--- src/rtl/uart_mem_arbiter_if.sv ---
// Bundle of signals between the arbiter, its two memory requesters and the UART FIFOs.
//   slave  : arbiter view (takes requests and UART status, drives results and FIFO strobes)
//   master : environment view (requesters plus UART FIFO model)
// Signals:
//   req0/1, we0/1, addr0/1, wdata0/1  request side, per port
//   rdata0/1, done0/1, busy           completion side, per port
//   send_flag/send_data/send_able     TX FIFO push interface
//   recv_flag/recv_data/recv_able     RX FIFO pop interface
interface uart_mem_arbiter_if #(
  parameter int unsigned addr_bytes = 4,
  parameter int unsigned data_bytes = 4
);
  logic                      req0, req1;
  logic                      we0, we1;
  logic [8*addr_bytes-1:0]   addr0, addr1;
  logic [8*data_bytes-1:0]   wdata0, wdata1;
  logic [8*data_bytes-1:0]   rdata0, rdata1;
  logic                      done0, done1;
  logic                      busy;
  logic                      send_flag;
  logic [7:0]                send_data;
  logic                      send_able;
  logic                      recv_flag;
  logic [7:0]                recv_data;
  logic                      recv_able;

  modport slave (
    input  req0, req1, we0, we1, addr0, addr1, wdata0, wdata1,
    output rdata0, rdata1, done0, done1, busy,
    output send_flag, send_data,
    input  send_able,
    output recv_flag,
    input  recv_data, recv_able
  );

  modport master (
    output req0, req1, we0, we1, addr0, addr1, wdata0, wdata1,
    input  rdata0, rdata1, done0, done1, busy,
    input  send_flag, send_data,
    output send_able,
    input  recv_flag,
    output recv_data, recv_able
  );
endinterface

--- src/rtl/uart_mem_arbiter.sv ---
// Shares one byte-wide UART between two memory requesters (0 = fetch, 1 = data).
// Each granted request is serialised as {we,6'b0,port}, address LSB first, then write data
// LSB first; reads then collect data_bytes reply bytes from RX, LSB first.
// Ports:
//   clk, rst : clock, asynchronous active-high reset
//   bus      : uart_mem_arbiter_if.slave (requests, results, TX/RX FIFO strobes)
module uart_mem_arbiter #(
  parameter int unsigned addr_bytes = 4,
  parameter int unsigned data_bytes = 4
) (
  input logic               clk,
  input logic               rst,
  uart_mem_arbiter_if.slave bus
);
  localparam int unsigned AW = 8 * addr_bytes;
  localparam int unsigned DW = 8 * data_bytes;

  typedef enum logic [2:0] {
    StIdle, StSendHdr, StSendAddr, StSendData, StRecvData, StDone
  } state_e;

  state_e        state_q, state_d;
  logic          last_grant_q, last_grant_d;
  logic          port_q, port_d;
  logic          we_q, we_d;
  logic [AW-1:0] addr_q, addr_d;
  // Holds write data, or the read reply while it is being assembled.
  logic [DW-1:0] data_q, data_d;
  logic [7:0]    cnt_q, cnt_d;
  logic [DW-1:0] rdata0_q, rdata0_d, rdata1_q, rdata1_d;
  logic          done0_q, done0_d, done1_q, done1_d;

  logic          send_flag, recv_flag, grant;
  logic [7:0]    send_data;
  logic [DW-1:0] rx_word;
  logic          last_addr, last_data;

  assign last_addr = (cnt_q == 8'(addr_bytes - 1));
  assign last_data = (cnt_q == 8'(data_bytes - 1));

  always_comb begin
    state_d      = state_q;
    last_grant_d = last_grant_q;
    port_d       = port_q;
    we_d         = we_q;
    addr_d       = addr_q;
    data_d       = data_q;
    cnt_d        = cnt_q;
    rdata0_d     = rdata0_q;
    rdata1_d     = rdata1_q;
    done0_d      = 1'b0;
    done1_d      = 1'b0;
    send_flag    = 1'b0;
    recv_flag    = 1'b0;
    send_data    = 8'h00;
    grant        = 1'b0;
    rx_word      = data_q;
    rx_word[8*cnt_q +: 8] = bus.recv_data;

    unique case (state_q)
      StIdle: begin
        if (bus.req0 || bus.req1) begin
          // Contention goes to the port that did not win last time.
          grant        = (bus.req0 && bus.req1) ? ~last_grant_q : bus.req1;
          last_grant_d = grant;
          port_d       = grant;
          we_d         = grant ? bus.we1 : bus.we0;
          addr_d       = grant ? bus.addr1 : bus.addr0;
          data_d       = grant ? bus.wdata1 : bus.wdata0;
          cnt_d        = 8'd0;
          state_d      = StSendHdr;
        end else if (bus.recv_able) begin
          recv_flag = 1'b1;  // stray RX byte, dropped
        end
      end
      StSendHdr: begin
        send_data = {we_q, 6'b0, port_q};
        send_flag = bus.send_able;
        if (bus.send_able) state_d = StSendAddr;
      end
      StSendAddr: begin
        send_data = addr_q[8*cnt_q +: 8];
        send_flag = bus.send_able;
        if (bus.send_able) begin
          if (last_addr) begin
            cnt_d   = 8'd0;
            state_d = we_q ? StSendData : StRecvData;
          end else begin
            cnt_d = cnt_q + 8'd1;
          end
        end
      end
      StSendData: begin
        send_data = data_q[8*cnt_q +: 8];
        send_flag = bus.send_able;
        if (bus.send_able) begin
          if (last_data) begin
            state_d = StDone;
            done0_d = ~port_q;
            done1_d = port_q;
          end else begin
            cnt_d = cnt_q + 8'd1;
          end
        end
      end
      StRecvData: begin
        recv_flag = bus.recv_able;
        if (bus.recv_able) begin
          data_d = rx_word;
          if (last_data) begin
            state_d = StDone;
            done0_d = ~port_q;
            done1_d = port_q;
            // Publish together with the done pulse.
            if (port_q) rdata1_d = rx_word;
            else        rdata0_d = rx_word;
          end else begin
            cnt_d = cnt_q + 8'd1;
          end
        end
      end
      StDone:  state_d = StIdle;
      default: state_d = StIdle;
    endcase
  end

  always_ff @(posedge clk or posedge rst) begin
    if (rst) begin
      state_q      <= StIdle;
      last_grant_q <= 1'b1;
      port_q       <= 1'b0;
      we_q         <= 1'b0;
      addr_q       <= '0;
      data_q       <= '0;
      cnt_q        <= 8'd0;
      rdata0_q     <= '0;
      rdata1_q     <= '0;
      done0_q      <= 1'b0;
      done1_q      <= 1'b0;
    end else begin
      state_q      <= state_d;
      last_grant_q <= last_grant_d;
      port_q       <= port_d;
      we_q         <= we_d;
      addr_q       <= addr_d;
      data_q       <= data_d;
      cnt_q        <= cnt_d;
      rdata0_q     <= rdata0_d;
      rdata1_q     <= rdata1_d;
      done0_q      <= done0_d;
      done1_q      <= done1_d;
    end
  end

  // FIFO strobes are held low while reset is asserted so nothing is pushed or popped.
  assign bus.send_flag = send_flag & ~rst;
  assign bus.recv_flag = recv_flag & ~rst;
  assign bus.send_data = send_data;
  assign bus.rdata0    = rdata0_q;
  assign bus.rdata1    = rdata1_q;
  assign bus.done0     = done0_q;
  assign bus.done1     = done1_q;
  assign bus.busy      = (state_q != StIdle);
endmodule

--- src/flat_wrapper.sv ---
// flat-port wrapper written by rule: the top's interface ports become plain ports
module uart_mem_arbiter_flat 
#(
  parameter int unsigned addr_bytes = 4,
  parameter int unsigned data_bytes = 4
)
  (clk, rst, bus_req0, bus_req1, bus_we0, bus_we1, bus_addr0, bus_addr1, bus_wdata0, bus_wdata1, bus_rdata0, bus_rdata1, bus_done0, bus_done1, bus_busy, bus_send_flag, bus_send_data, bus_send_able, bus_recv_flag, bus_recv_data, bus_recv_able);
  uart_mem_arbiter_if #(.addr_bytes(addr_bytes), .data_bytes(data_bytes)) bus_i ();
  input logic clk;
  input logic rst;
  input wire logic [$bits(bus_i.req0)-1:0] bus_req0;
  input wire logic [$bits(bus_i.req1)-1:0] bus_req1;
  input wire logic [$bits(bus_i.we0)-1:0] bus_we0;
  input wire logic [$bits(bus_i.we1)-1:0] bus_we1;
  input wire logic [$bits(bus_i.addr0)-1:0] bus_addr0;
  input wire logic [$bits(bus_i.addr1)-1:0] bus_addr1;
  input wire logic [$bits(bus_i.wdata0)-1:0] bus_wdata0;
  input wire logic [$bits(bus_i.wdata1)-1:0] bus_wdata1;
  output wire logic [$bits(bus_i.rdata0)-1:0] bus_rdata0;
  output wire logic [$bits(bus_i.rdata1)-1:0] bus_rdata1;
  output wire logic [$bits(bus_i.done0)-1:0] bus_done0;
  output wire logic [$bits(bus_i.done1)-1:0] bus_done1;
  output wire logic [$bits(bus_i.busy)-1:0] bus_busy;
  output wire logic [$bits(bus_i.send_flag)-1:0] bus_send_flag;
  output wire logic [$bits(bus_i.send_data)-1:0] bus_send_data;
  input wire logic [$bits(bus_i.send_able)-1:0] bus_send_able;
  output wire logic [$bits(bus_i.recv_flag)-1:0] bus_recv_flag;
  input wire logic [$bits(bus_i.recv_data)-1:0] bus_recv_data;
  input wire logic [$bits(bus_i.recv_able)-1:0] bus_recv_able;
  assign bus_i.req0 = bus_req0;
  assign bus_i.req1 = bus_req1;
  assign bus_i.we0 = bus_we0;
  assign bus_i.we1 = bus_we1;
  assign bus_i.addr0 = bus_addr0;
  assign bus_i.addr1 = bus_addr1;
  assign bus_i.wdata0 = bus_wdata0;
  assign bus_i.wdata1 = bus_wdata1;
  assign bus_rdata0 = bus_i.rdata0;
  assign bus_rdata1 = bus_i.rdata1;
  assign bus_done0 = bus_i.done0;
  assign bus_done1 = bus_i.done1;
  assign bus_busy = bus_i.busy;
  assign bus_send_flag = bus_i.send_flag;
  assign bus_send_data = bus_i.send_data;
  assign bus_i.send_able = bus_send_able;
  assign bus_recv_flag = bus_i.recv_flag;
  assign bus_i.recv_data = bus_recv_data;
  assign bus_i.recv_able = bus_recv_able;
  uart_mem_arbiter #(.addr_bytes(addr_bytes), .data_bytes(data_bytes)) u_core (.clk(clk), .rst(rst), .bus(bus_i));
endmodule
--- config.mk ---
export PLATFORM = sky130hd
export DESIGN_NAME = uart_mem_arbiter_flat
export DESIGN_NICKNAME = d
export VERILOG_FILES = /design/src/rtl/uart_mem_arbiter_if.sv /design/src/rtl/uart_mem_arbiter.sv /design/src/flat_wrapper.sv
export SDC_FILE = /design/constraint.sdc
export NUM_CORES = 1
export LEC_CHECK = 0
export ABC_AREA = 1
export BUFFER_PORTS_ARGS = -buffer_cell sky130_fd_sc_hd__buf_2
export CORE_MARGIN = 3
export CORE_UTILIZATION = 50
export CTS_BUF_LIST = sky130_fd_sc_hd__clkbuf_8
export CTS_CLUSTER_DIAMETER = 40
export DETAILED_ROUTE_END_ITERATION = 10
export GPL_TIMING_DRIVEN = 1
export HOLD_SLACK_MARGIN = 0.03
export PLACE_DENSITY = 0.79
export SLEW_MARGIN = 20
export SYNTH_ARGS = -nofsm -noshare
export SYNTH_HDL_FRONTEND = slang
export SYNTH_SLANG_ARGS = --single-unit
--- constraint.sdc ---
create_clock -name clk -period 4.7 [get_ports clk]
set_input_delay 0.705 -clock clk [delete_from_list [all_inputs] [get_ports clk]]
set_output_delay 0.705 -clock clk [all_outputs]
set_load 0.005 [all_outputs]
# After elaboration in Yosys (flattened, before gate mapping)
# Cells that the tools add are included.
[word_totals] regBits=144 inputBits=144 out_inout_bits=77 word_cells=83
[op_classes] addsub=2 n_eq_ne=11 shift=4 muxes=37 n_bitwise=5 reduce_logical=13
[ops] operator="2-to-1 mux 32 bit" count=4
[ops] operator="case mux 32 bit (2 select lines)" count=1
[ops] operator="variable part select 32 x 12 -> 8 bit" count=2
[ops] operator="2-to-1 mux 8 bit" count=6
[ops] operator="negator 11 -> 34 bit" count=1
[ops] operator="variable shift 8 x 34 -> 32 bit, first input constant" count=1
[ops] operator="variable part select 8 x 34 -> 32 bit" count=1
[ops] operator="bitwise mux 32 bit" count=1
[ops] operator="case mux 8 bit (4 select lines)" count=1
[ops] operator="2-to-1 mux 3 bit" count=8
[ops] operator="case mux 8 bit (3 select lines)" count=1
[ops] operator="case mux 3 bit (5 select lines)" count=1
[ops] operator="2-to-1 mux 1 bit" count=11
[ops] operator="adder 8 x 1 -> 8 bit, second input constant" count=1
[ops] operator="equality test 8 x 2 -> 1 bit, second input constant" count=1
[ops] operator="!= test 2 bit, second input constant" count=4
[ops] operator="AND reduction 4 bit" count=2
[ops] operator="equality test 3 x 2 -> 1 bit, second input constant" count=2
[ops] operator="case mux 1 bit (2 select lines)" count=3
[ops] operator="AND reduction 6 bit" count=1
[ops] operator="AND reduction 5 bit" count=1
[ops] operator="!= test 2 x 1 -> 1 bit, second input constant" count=2
[ops] operator="nonzero test 4 bit" count=1
[ops] operator="equality test 3 x 1 -> 1 bit, second input constant" count=1
[ops] operator="11 further kinds" count=14

# Longest topological paths before layout
# Gate-level depths: netlist of run 1.
[depth] word_depth=5 ltp_mapped=15 mapped_depth_nobuf=14

# Least setup slack after synthesis of run 1
# Ideal clock, no wire load.
[synth_path] path_kind="register to register" startpoint="reg u_core.cnt_q[2]" endpoint="reg u_core.data_q[0]" setup_ns=0.118 arrival_time_ns=2.226 t_required_ns=4.582 path_slack_ns=2.356 stages_incl_launch_ff=13 n_path_buf=0 period_less_slack_ns=2.344 cell_sequence="dfrtp_1 -> nor2_2 -> nand3_2 -> nor3_4 -> ha_1 -> nor2_1 -> nand3_1 -> nor2_2 -> nand3_4 -> nand2_1 -> nand3_1 -> nand3_1 -> nand2_1"
[synth_between] elab_chain_len=5 word_cells_on_any_way=6 cone_classes="add/sub (1); shift (2); mux (3)"
[synth_rtl] element="from (decl)" line_no="uart_mem_arbiter.sv:29" rtl="logic [7:0] cnt_q, cnt_d;"
[synth_rtl] element="from (signal assigned)" line_no="uart_mem_arbiter.sv:147" rtl="cnt_q <= cnt_d;"
[synth_rtl] element="negator 11 -> 34 bit (*)" line_no="uart_mem_arbiter.sv:58" rtl="rx_word[8*cnt_q +: 8] = bus.recv_data;"
[synth_rtl] element="variable part select 8 x 34 -> 32 bit / variable shift 8 x 34 -> 32 bit (equally long branches)" line_no="uart_mem_arbiter.sv:58"
[synth_rtl] element="bitwise mux 32 bit (*)" line_no="uart_mem_arbiter.sv:58"
[synth_rtl] element="2-to-1 mux 32 bit (*)" line_no="uart_mem_arbiter.sv:108" rtl="if (bus.recv_able) begin"
[synth_rtl] element="case mux 32 bit (2 select lines) (*)" line_no="uart_mem_arbiter.sv:60" rtl="unique case (state_q)"
[synth_rtl] element="to (signal assigned)" line_no="uart_mem_arbiter.sv:146" rtl="data_q <= data_d;"
[synth_rtl] element="to (decl)" line_no="uart_mem_arbiter.sv:28" rtl="logic [DW-1:0] data_q, data_d;"
# Mark *: on every way between the ends. The rest lies on a longest branch, timed or not. The select of a mux whose other input is x is not followed.
# A chain may end at the register's enable or synchronous reset.

# Worst setup path after layout of run 1
[layout_path] startpoint="reg u_core.cnt_q[0]" endpoint="out bus_send_data[1]"
[layout_between] elab_chain_len=2 word_cells_on_any_way=3 cone_classes="shift (2); mux (1)"
[layout_rtl] element="variable part select 32 x 12 -> 8 bit, on equally long branches" line_no="uart_mem_arbiter.sv:94, uart_mem_arbiter.sv:82"
[layout_rtl] element="case mux 8 bit (3 select lines) (*)" line_no="uart_mem_arbiter.sv:60"
[layout_rtl] element="to (decl)" line_no="flat_wrapper.sv:25" rtl="output wire logic [$bits(bus_i.send_data)-1:0] bus_send_data;"
# Mark *: on every way between the ends. The rest lies on a longest branch, timed or not.

==> reports/metrics.cfg, run 1 <==
[worst_setup_path]
max_stage_delay_ps=840
path_cells=clkinv_1 -> a21oi_1 -> o21ai_0 -> nand3_1 -> nand2_1 -> a31oi_1 -> buf_2
crit_arrival_ps=3250
path_buf_inv=2
worstPathRequired_ps=3990
reg2reg_slack_ps=1100
critical_path.startpoint_type=register
cpLargestDelayFamily=buffers and inverters
cp-end-kind=output port
worst_path_max_delay_cell=dfrtp_1
critPathMaxFanout=25
crit_type=register to output port

[clock_network]
cts_resized=0
cts_buffer_depth=2
cts_max_level=4
clock_sinks=144
path_clk_slew_ps=80
cts_buffers=17
cts_tree=yes
postCtsHoldBufs=0
clk_latency_ps=470
cts_root_buf=clkbuf_8
cts_setup_buffers=0

[sta]
grt_setup_unrepaired=no
slew-limit-headroom=0.289
final.setup.tns_ps=0
maxSlewViolCount=0
fmax_ghz=0.253
finalCriticalPeriod_ps=3960
final_hold_viol_count=0
finalSetupViolCount=0
worst_slew_pin_slew_ps=1070
fin_worst_skew_ps=12.7
setup_ws_ps=745
period_share=0.842

[die]
core_region_area_um2=16100
start_util=0.518
dieArea_um2=18300
io_pins=221
rows=46
dieHeight_um=135
die_w_um=135

[final_layout]
area_delta_synth_final_pct=18.7
fin_nets=1513
antenna_cells=0
drive_above_1_share=0.234
fin_util=0.615
design_area_um2=9920

[global_routing]
grt_pass1_wl_um=41600
grt.overflow.total=0
groute.usage.overall=0.288
antenna_found_initial=0
grt_pass1_vias=8014
grt_max_degree=78

[run]
drv_cap=0

[drt]
vias=8543
viasPerCell=5.36
drc=0
detail-route-antenna-nets=0
initialDrtViolationCount=931
routedWlPerCell_um=16.4
first_pass_iters=5
drt_wl_total_um=26200

[placement]
dpl.hpwl_um=19200
dp_slack_ps=1220
place_congestion=0.960
io_buffers=220
placed_cell_area_um2=9500

[synthesis]
synth-async-reset-ratio=1.00
synthDistinctLibCells=36
synth_flop_cell=dfrtp_1
syn_area_per_cell_um2=7.08
post_synth_inst_count=1180
synth_nets=1327
synth_seq_cells=144
synth.cell_area_um2=8350
synth-edff-count=0
yosys_warnings=0
ys_seq_area_frac=0.432

[power]
ir_drop_uv=270
p_leak_uw=0.00546
pwr_density_cell_nw_per_um2=556

[min_path]
hold_class=primary input to async pin

[outcome]
status=completed

==> cells by family (layout without fill, tap and decap cells) <==
| kind of cell | count (synthesis) | after routing | synth area share |
|---|---|---|---|
| xor gates and xnor gates | 6 | 6 | 0.00629 |
| buffers and inverters | 170 | 368 | 0.0845 |
| DFF | 144 | 144 | 0.432 |
| and+or+nand+nor | 680 | 680 | 0.361 |
| adders and majority gates | 3 | 3 | 0.00449 |
| AOI/OAI and AO/OA | 177 | 177 | 0.113 |
==> per-layer routing <==
metal  GRT usage  wire length (µm)
met5           0                 0
met4       0.108               767
met3      0.0490              1870
met2       0.470             12600
met1       0.388             10900
==> Yosys cell counts, types with 4 or more instances <==
| cell | count | area (µm²) |
|---|---|---|
| nand2_1 | 477 | 1790 |
| dfrtp_1 | 143 | 3580 |
| inv_1 | 94 | 353 |
| o21ai_0 | 92 | 460 |
| nand3_1 | 83 | 415 |
| nor2_1 | 54 | 203 |
| clkbuf_1 | 38 | 143 |
| a21oi_1 | 34 | 170 |
| o22ai_1 | 26 | 163 |
| nand3_2 | 25 | 250 |
| o21ai_1 | 14 | 70.1 |
| inv_2 | 12 | 45.0 |
| nand4_1 | 12 | 75.1 |
| nor2_2 | 9 | 56.3 |
| buf_4 | 8 | 60.1 |
| a31oi_1 | 6 | 37.5 |
| buf_1 | 6 | 22.5 |
| buf_2 | 6 | 30.0 |
| xor2_1 | 6 | 52.6 |
| nor3_1 | 4 | 20.0 |
| o211ai_1 | 4 | 30.0 |
==> metrics by stage <==
stage          total power [µW]  hold WS (ps)  std cells
3_3_place_gp               4370           460       1563
6_report                   5510           384       1594
3_5_place_dp               4440           460       1563
4_1_cts                    5480           414       1594
2_1_floorplan              3640           449       1180
5_1_grt                    5920           439       1594
==> path summary, 6_finish.rpt <==
kind,from,endpoint,depth (start not counted)
max in group asynchronous,rst,u_core.data_q[21]$_DFFE_PP0P_,3
min reg2reg,u_core.bus.rdata1[27]$_DFFE_PP0P_,u_core.bus.rdata1[27]$_DFFE_PP0P_,2
min in group clk,u_core.bus.rdata1[27]$_DFFE_PP0P_,u_core.bus.rdata1[27]$_DFFE_PP0P_,2
max reg2reg,u_core.cnt_q[0]$_DFFE_PP0P_,u_core.bus.rdata0[16]$_DFFE_PP0P_,9
max,u_core.cnt_q[0]$_DFFE_PP0P_,bus_send_data[1],7
min,rst,u_core.addr_q[23]$_DFFE_PP0P_,2
==> cells in the final DEF, fill, tap and decap left out, types with 8 or more instances in the layout <==
master / Yosys / final
clkbuf_8: 0 / 20
o21ai_0: 92 / 92
nand3_1: 83 / 83
nand2_1: 477 / 476
nor2_1: 54 / 53
buf_2: 6 / 220
o21ai_1: 14 / 14
inv_1: 94 / 94
nand4_1: 12 / 12
dfrtp_1: 143 / 143
o22ai_1: 26 / 26
buf_4: 8 / 8
inv_2: 12 / 13
nor2_2: 9 / 9
nand3_2: 25 / 25
a21oi_1: 34 / 34
==> worst register-to-register path, delay by kind of cell, from the launching register on <==
kind,cells,cell delay [ps]
buffers and inverters,2,880
DFF,1,840
adders and majority gates,1,640
and+or+nand+nor,6,1140
==> power by group <==
part           internal (µW)  switching (µW)
logic                    800            1730
registers               1630             296
clock network            560             487
==> final cells by class <==
class | count | area, µm²
Fill cell | 1530 | 6200
Multi-Input combinational cell | 866 | 4050
Sequential cell | 144 | 3600
Timing Repair Buffer | 228 | 1160
Inverter | 109 | 414
Clock buffer | 20 | 275
Tap cell | 216 | 270
Clock inverter | 11 | 139
==> state kept, by name, indices dropped and copies added, names as in the netlist <==
signal,count
u_core.bus.rdata1,32
u_core.cnt_q,8
u_core.addr_q,32
u_core.bus.done1,1
u_core.state_q,3
u_core.port_q,1
u_core.data_q,32
u_core.bus.done0,1
u_core.bus.rdata0,32
u_core.last_grant_q,1
u_core.we_q,1
Power figures use the tool's default switching activity.
==> run 2: changes to the inputs <==
- PLACE_DENSITY: 0.79 -> 0.76
- clock period: 4.7 -> 3.65 ns (I/O delays scaled with it)
==> run 2 against run 1 <==
Net effect: sequential power up 28%; worst hold slack worse by 220 ps; die area unchanged; clock skew down 1.7 ps; core utilization up 0.20 points; via count about the same; register-to-register slack worse by 380 ps; flip-flop and latch count unchanged; non-clock buffer count up 2; clock power up 30%; critical path type unchanged.
==> reports/metrics.cfg, run 2 (same netlist as run 1, synthesis figures left out) <==
[worst_setup_path]
r2r_start=u_core.cnt_q[0]$_DFFE_PP0P_  ; unchanged
critical_path.startpoint_type=register  ; unchanged
critPathMaxFanout=24  ; was 25
crit_type=register to output port  ; unchanged
crit_arrival_ps=2660  ; was 3250 ps
worstPathRequired_ps=3100  ; was 3990 ps
cp-end-kind=output port  ; unchanged
r2r-end=u_core.data_q[6]$_DFFE_PP0P_  ; was u_core.bus.rdata0[16]$_DFFE_PP0P_
r2r_cells=13  ; was 9
reg2reg_slack_ps=720  ; was 1100 ps

[sta]
fin_worst_skew_ps=11.0  ; was 12.7 ps
finalSetupViolCount=0  ; unchanged
maxSlewViolCount=0  ; unchanged
worst_slew_pin_slew_ps=761  ; was 1070 ps
fmax_ghz=0.312
period_share=0.879
hold_slack_ps=168  ; was 384 ps
grt_setup_unrepaired=no  ; unchanged
finalCriticalPeriod_ps=3210
final_hold_viol_count=0  ; unchanged
final.setup.tns_ps=0  ; unchanged
slew-limit-headroom=0.492  ; was 0.289

[die]
core_region_area_um2=16100  ; unchanged
dieHeight_um=135  ; unchanged
die_w_um=135  ; unchanged
io_pins=221  ; unchanged
rows=46  ; unchanged
start_util=0.518  ; unchanged
dieArea_um2=18300  ; unchanged

[clock_network]
cts_root_buf=clkbuf_8  ; unchanged
cts_buffer_depth=2  ; unchanged
cts_resized=0  ; unchanged
postCtsHoldBufs=0  ; unchanged
clk_latency_ps=470  ; about the same
path_clk_slew_ps=90  ; was 80 ps
cts_buffers=17  ; unchanged
cts_max_level=4  ; unchanged
cts_tree=yes  ; unchanged
clock_sinks=144  ; unchanged
cts_setup_buffers=0  ; unchanged

[drt]
first_pass_iters=5  ; unchanged
drt_wl_total_um=25700  ; was 26200 µm
routedWlPerCell_um=16.1  ; was 16.4 µm
vias=8541  ; was 8543
drc=0  ; unchanged
viasPerCell=5.35  ; was 5.36
detail-route-antenna-nets=0  ; unchanged
initialDrtViolationCount=952  ; was 931

[final_layout]
multiInputGateArea_um2=4050  ; unchanged
fin_nets=1515  ; was 1513
final_cell_mix=476 x nand2_1, 220 x buf_2, 143 x dfrtp_1, 93 x inv_1, 92 x o21ai_0  ; was 476 x nand2_1, 220 x buf_2, 143 x dfrtp_1, 94 x inv_1, 92 x o21ai_0
antenna_cells=0  ; unchanged
fillers=1508  ; was 1530
drive_above_1_share=0.237  ; was 0.234
final_common_cell=nand2_1  ; unchanged
seq_area_um2=3600  ; unchanged
area_delta_synth_final_pct=19.1  ; was 18.7%
fin_util=0.617  ; was 0.615

[power]
pwr_density_cell_nw_per_um2=710  ; was 556 nW/µm²
p_leak_uw=0.00546  ; about the same
ir_drop_uv=305  ; was 270 µV

[global_routing]
antenna_found_initial=0  ; unchanged
grt_pass1_vias=7823  ; was 8014
grt_pass1_wl_um=40400  ; was 41600 µm
groute.usage.overall=0.280  ; was 0.288
grt.overflow.total=0  ; unchanged
grt_max_degree=90  ; was 78

[outcome]
status=completed  ; unchanged

[run]
drv_cap=0  ; unchanged

[placement]
place_congestion=0.997  ; was 0.960
io_buffers=220  ; unchanged
dpl.hpwl_um=18900  ; was 19200 µm

[min_path]
hold_class=primary input to async pin  ; unchanged

run 2: cell type report:
type | count | area share
Tap cell | 216 | 0.0272
Sequential cell | 144 | 0.362
Clock inverter | 15 | 0.0187
Multi-Input combinational cell | 866 | 0.407
Timing Repair Buffer | 230 | 0.119
Inverter | 109 | 0.0415
Clock buffer | 17 | 0.0235
run 2: worst max-delay path by stage:
| stage | from | cells past startpoint | slack, ps | endpoint |
|---|---|---|---|---|
| global route | u_core.cnt_q[0]$_DFFE_PP0P_ | 8 | 220 | bus_send_data[2] |
| floorplan | rst | 1 | 1300 | u_core.addr_q[0]$_DFFE_PP0P_ |
| finish | u_core.cnt_q[0]$_DFFE_PP0P_ | 8 | 440 | bus_send_data[2] |
| CTS | u_core.cnt_q[0]$_DFFE_PP0P_ | 8 | 470 | bus_send_data[2] |
| detailed placement | u_core.cnt_q[0]$_DFFE_PP0P_ | 12 | 770 | u_core.data_q[4]$_DFFE_PP0P_ |
| global placement | u_core.cnt_q[0]$_DFFE_PP0P_ | 12 | 820 | u_core.data_q[3]$_DFFE_PP0P_ |
run 2: routing by layer:
layer,GRT usage,vias to the layer above,wire (µm)
met5,0,-,0
met4,0.0885,0,642
li1,-,4150,-
met1,0.382,3932,10700
met2,0.460,409,12300
met3,0.0457,50,2040
run 2: worst max-delay path: stages (launching register included):
cell and delay, ps:
dfrtp_1 830, clkinv_1 210, buf_4 270, a21oi_1 160, o21ai_0 140, nand3_1 110, nand2_1 50, a31oi_1 250
buf_2 170
run 2: per-stage QoR:
step	worst slack, ps	instances	cell area [µm²]	power, µW
floorplan	1300	1180	8360	4680
global placement	820	1565	9530	5640
CTS	465	1597	9950	7040
detailed placement	773	1565	9530	5690
finish	443	1597	9950	7070
global route	224	1597	9950	7610
run 2: report_power, final:
part	switching, µW	internal (µW)	total, µW
clock network	678	684	1360
logic	2190	1040	3230
registers	375	2100	2480
